### config.mk
export PLATFORM = sky130hd
export DESIGN_NAME = tia_d1r_chain
export DESIGN_NICKNAME = d
export VERILOG_FILES = /design/src/rtl/tia_pkg.sv /design/src/rtl/tia_d1r_stage.sv /design/src/rtl/tia_d1r_chain.sv
export SDC_FILE = /design/constraint.sdc
export NUM_CORES = 1
export LEC_CHECK = 0
export BUFFER_PORTS_ARGS = -buffer_cell sky130_fd_sc_hd__buf_2
export CELL_PAD_IN_SITES_DETAIL_PLACEMENT = 1
export CELL_PAD_IN_SITES_GLOBAL_PLACEMENT = 2
export CORE_AREA = 10 10 47 49
export DETAILED_ROUTE_END_ITERATION = 6
export DIE_AREA = 0 0 57 59
export PLACE_DENSITY_LB_ADDON = 0.3
export SETUP_SLACK_MARGIN = 0.02
export SYNTH_ARGS = -nofsm -noshare
export SYNTH_HDL_FRONTEND = slang
export SYNTH_SLANG_ARGS = --single-unit
### constraint.sdc
create_clock -name clk -period 1.8 [get_ports clk]
set_input_delay 0.27 -clock clk [delete_from_list [all_inputs] [get_ports clk]]
set_output_delay 0.27 -clock clk [all_outputs]
set_load 0.03 [all_outputs]
### src/rtl/tia_pkg.sv
// Shared phase definitions for the TIA biphase delay logic.
// The phase-counter next-state function is reused by every block that must stay phase-aligned.
package tia_pkg;

    localparam int PH_W = 2;

    localparam logic [PH_W-1:0] PH_S1 = 2'd0;
    localparam logic [PH_W-1:0] PH_S2 = 2'd2;

    // Reset and resync both return the counter to the phase-1 strobe phase.
    function automatic logic [PH_W-1:0] phase_next(
        input logic [PH_W-1:0] ph,
        input logic            rst,
        input logic            sync
    );
        if (rst || sync) begin
            return '0;
        end
        return ph + PH_W'(1);
    endfunction

endpackage

### src/rtl/tia_d1r_stage.sv
// One WIDTH-bit master/slave delay stage.
// The master loads on cap_en and the slave copies the master on xfer_en.
module tia_d1r_stage #(
    parameter int WIDTH = 1
) (
    input  logic             clk,
    input  logic             r,
    input  logic             cap_en,
    input  logic             xfer_en,
    input  logic [WIDTH-1:0] d,
    output logic [WIDTH-1:0] q
);

    logic [WIDTH-1:0] m;

    always_ff @(posedge clk) begin
        if (r) begin
            m <= '0;
            q <= '0;
        end else begin
            if (cap_en) begin
                m <= d;
            end
            if (xfer_en) begin
                q <= m;
            end
        end
    end

endmodule

### src/rtl/tia_d1r_chain.sv
// DEPTH-stage biphase delay chain with its own phase generator.
// Exports the phase strobes and the current phase so neighbours and checkers stay aligned.
module tia_d1r_chain
    import tia_pkg::*;
#(
    parameter int WIDTH = 1,
    parameter int DEPTH = 2
) (
    input  logic                   clk,
    input  logic                   r,
    input  logic                   rsyn,
    input  logic                   hold,
    input  logic [WIDTH-1:0]       in,
    output logic [WIDTH-1:0]       out,
    output logic [WIDTH*DEPTH-1:0] taps,
    output logic                   s1,
    output logic                   s2,
    output logic [PH_W-1:0]        phase_dbg
);

    logic [PH_W-1:0] phase;
    logic [PH_W-1:0] phase_d;
    logic            cap_en;
    logic            xfer_en;

    always_ff @(posedge clk) begin
        if (r) begin
            phase <= '0;
        end else begin
            phase <= phase_d;
        end
    end

    // Capture/transfer use the phase present before the edge, so rsyn never cancels them.
    always_comb begin
        phase_d = phase_next(phase, r, rsyn);
        s1      = (phase == PH_S1);
        s2      = (phase == PH_S2);
        cap_en  = (phase == PH_S1) && !hold;
        xfer_en = (phase == PH_S2) && !hold;
    end

    assign phase_dbg = phase;

    logic [WIDTH-1:0] d_link [DEPTH];
    logic [WIDTH-1:0] q_link [DEPTH];

    for (genvar k = 0; k < DEPTH; k++) begin : g_stage
        if (k == 0) begin : g_head
            assign d_link[k] = in;
        end else begin : g_link
            assign d_link[k] = q_link[k-1];
        end

        tia_d1r_stage #(
            .WIDTH (WIDTH)
        ) u_stage (
            .clk     (clk),
            .r       (r),
            .cap_en  (cap_en),
            .xfer_en (xfer_en),
            .d       (d_link[k]),
            .q       (q_link[k])
        );

        assign taps[k*WIDTH +: WIDTH] = q_link[k];
    end

    assign out = q_link[DEPTH-1];

endmodule
==> flow_results.org <==
** Clock tree
- CTS Root Cell :: sky130_fd_sc_hd__clkbuf_4
- Number of clock sinks :: 6
- Post-CTS timing repair inserted 0 buffers for setup.
- Clock transition at the register clock pins on the worst setup and hold paths after CTS :: 0.05 ns
- CTS hold repair buffers :: 0
- Inserted Clock Buffers :: 3
- Gates resized during post-CTS repair numbered 0.
- For the worst-skew pair, the clock arrives at the later sink with an insertion delay of 0.24 ns.
- CTS built an H-tree with a depth of 1.
- TritonCTS built the clock tree.
- Largest buffer count on any clock path :: 2

** Floorplan
- Measured along the x axis, the die boundary spans 57 µm.
- Area of the placeable core :: 0.001401 mm²
- During I/O placement, the number of pins put on the boundary was 12.
- Die Span Y :: 59 µm
- In this run the core area contains 14 standard-cell rows.
- Initial standard-cell utilization of the core :: 19.37%
- The die covers 0.003363 mm².

** Pwr
- Worst voltage drop across the vdd grid :: 0.3523 mV
- The share of total power dissipated in the clock network is 42.1%.
- Sw Ratio :: 24.89%
- Combinational logic burns 12.1% of the power.
- Power spread over the standard cell area amounts to 855.5 mW/mm².
- Per report_power, the sequential group accounts for 45.8% of the total.
- Switching power of the nets :: 0.07540 mW
- The internal portion of the total power is 0.2275 mW.
- Summed over all cells, the static leakage comes to 0.1581 nW.
- Overall power consumption :: 0.3029 mW

** Flow run
- Number of max-cap violations :: 0

** Worst setup path
- On the critical path, the stage with the largest delay is an instance of sky130_fd_sc_hd__dfxtp_1.
- Worst r2r src :: phase_dbg[0]$_SDFF_PP0_
- Type of origin of the critical path :: register
- Of all nets on the critical path, the largest fanout is 3.
- CP Capture Type :: output port
- The worst setup path is of the register to output port kind.
- CP arrival :: 1.06 ns
- Worst setup path startpoint :: phase_dbg[0]$_SDFF_PP0_
- WP data required :: 1.53 ns
- The largest single stage delay on the critical path is 0.35 ns.
- Walking the worst path, the cells encountered are inv_1, ha_1, buf_2.

** Timing
- Clock skew on the completed layout was measured at 0.002258 ns.
- Final setup viols :: 0
- Adding up every negative setup slack in the final design gives 0 ns.
- For the pin with the worst max-slew slack, the measured transition is 0.1971 ns.
- RSZ-0062 raised after global routing :: no
- Timing would allow up to 749.4 MHz.
- In the finished design, the share of the clock period the worst path needs comes to 74.14%.
- Subtracting the final worst setup slack from the clock period gives 1.334 ns.
- Number of hold violations in the final report :: 0
- The worst pin sits at a relative slew slack of 86.83%.
- The max-slew violation count is 0.

** Placement
- DP Wirelength :: 564 µm
- In this run the tool buffered the top-level ports with 11 buffer cells.
- Routability-driven placement finished with a final weighted congestion of 0.6887.

** Global routing
- The number of global-route vias before repair is 256.
- After global routing the overflow that remains totals 0.
- The first global-routing pass estimated 1.159 mm of wire.
- Entering global routing, the biggest net connects 8 pins.
- Global routing consumed, over all layers together, 4.453% of the routing resources.
- The number of antenna violations at the first check in global routing was 0.

** Synth
- Synthesis-stage register bit count :: 6
- Synth unique cells :: 12
- Net count after synthesis :: 32
- Number of warnings reported in the yosys synthesis log :: 0
- The average instance in the mapped netlist occupies 10.86 µm².
- Cell Area, Synth :: 271.5 µm²
- Proportion of synthesized chip area in sequential cells :: 44.24%
- Synthesis produced a netlist whose cell count is 25.

** Finish
- Count of filler cells inserted in the layout :: 175
- Diodes inserted :: 0
- Of the cells placed in the final design, the portion with a size suffix greater than 1 is 45.95%.
- Most common cell after layout, fill and taps aside :: sky130_fd_sc_hd__buf_2
- Area Overhead vs Synth :: 30.42%
- Commonest non-fill, non-tap cells in the layout :: 11 x sky130_fd_sc_hd__buf_2, 6 x sky130_fd_sc_hd__dfxtp_1, 3 x sky130_fd_sc_hd__nand2b_1, 3 x sky130_fd_sc_hd__mux2i_1, 3 x sky130_fd_sc_hd__clkbuf_4
- Post-Route Utilization :: 25.27%
- Final nets :: 46

** Routing
- The detailed router finished its first iteration with 0 violations.
- The routed layout has 216 vias.
- After detailed routing, the total wire length is 686 µm.
- Dividing the detail-routed wire length by the instance count gives 12.94 µm.
- Final antenna-violating net count :: 0
- For this run, the detailed router's first-pass iteration total came to 1.
- DRC violation count after routing :: 0
- Using the TritonRoute via totals, the vias-per-cell ratio works out to 4.075.

** Status
- Result of the run :: completed

** Min path
- The startpoint identified for the worst hold timing path is rsyn.
- Worst min-delay path category :: primary input to register
-- per-stage QoR --
step	worst slack (ns)	hold slack [ns]	cell area, µm²	std cells
CTS	0.4427	0.2033	354.1	53
finish	0.4656	0.2125	354.1	53
detailed placement	0.7195	0.4425	331.6	50
floorplan	0.4047	0.3451	271.5	25
global route	0.3981	0.2200	354.1	53
global placement	0.7660	0.4165	331.6	50
-- power groups by stage --
stage	sequential, mW	clock [mW]	combinational, mW
3_3_place_gp	0.141	0	0.0359
3_5_place_dp	0.141	0	0.0372
6_report	0.139	0.128	0.0367
2_1_floorplan	0.145	0	0.0195
4_1_cts	0.139	0.136	0.0376
5_1_grt	0.139	0.137	0.0404
-- flip-flops by register name, summed over array words and instances (netlist names) --
name and cells:
phase_dbg 2, g_stage.u_stage.m 2, g_stage.u_stage.q 2
-- worst paths after layout --
check,cells after the start,endpoint,slack (ns)
max,3,s1,0.47
min,2,phase_dbg[0]$_SDFF_PP0_,0.21
max reg2reg,4,g_stage[1].u_stage.m$_SDFFE_PP0P_,0.75
min reg2reg,1,phase_dbg[0]$_SDFF_PP0_,0.45
-- kinds of logic (layout without fill, tap and decap cells) --
logic type | after synthesis | after routing | synth area share [%]
adder cells (fa/ha/maj) | 2 | 2 | 9.215
buffers and inverters | 4 | 16 | 8.294
multiplexers | 3 | 3 | 11.06
AO/OA/AOI/OAI | 1 | 1 | 1.842
flip-flops | 6 | 6 | 44.24
AND/OR/NAND/NOR | 9 | 9 | 25.35
-- layout make-up --
| class | count | area, µm² | area share, % |
|---|---|---|---|
| Clock buffer | 3 | 22.52 | 6.360 |
| Sequential cell | 6 | 120.1 | 33.92 |
| Timing Repair Buffer | 11 | 55.05 | 15.55 |
| Multi-Input combinational cell | 15 | 128.9 | 36.40 |
| Inverter | 2 | 7.507 | 2.120 |
| Tap cell | 16 | 20.02 | 5.654 |
-- metal layers --
| layer | global-route usage, % | routed length, µm | up-vias |
|---|---|---|---|
| met1 | 4.162 | 251 | 106 |
| met3 | 1.717 | 49 | 0 |
| met2 | 7.442 | 385 | 6 |
| li1 | - | - | 104 |
| met4 | 4.027 | 0 | 0 |
| met5 | 0 | 0 | - |
-- critical path, delay by kind of cell, from the launching register on --
| kind | cells | cell delay (ns) |
|---|---|---|
| DFF | 1 | 0.35 |
| buffers and inverters | 2 | 0.25 |
| adders and majority gates | 1 | 0.22 |
-- synth_stat cells --
cell type,instances,area [µm²]
sky130_fd_sc_hd__buf_4,2,15.01
sky130_fd_sc_hd__dfxtp_1,6,120.1
sky130_fd_sc_hd__ha_1,2,25.02
sky130_fd_sc_hd__inv_1,2,7.510
sky130_fd_sc_hd__mux2i_1,3,30.03
sky130_fd_sc_hd__nand2b_1,3,18.77
sky130_fd_sc_hd__nand2b_2,1,8.760
sky130_fd_sc_hd__nand4bb_1,1,11.26
sky130_fd_sc_hd__nor2b_2,2,17.52
sky130_fd_sc_hd__nor3_1,1,5.000
sky130_fd_sc_hd__nor3b_1,1,7.510
sky130_fd_sc_hd__o21ai_1,1,5.000
Note: power is estimated with default switching activity, not from simulation.
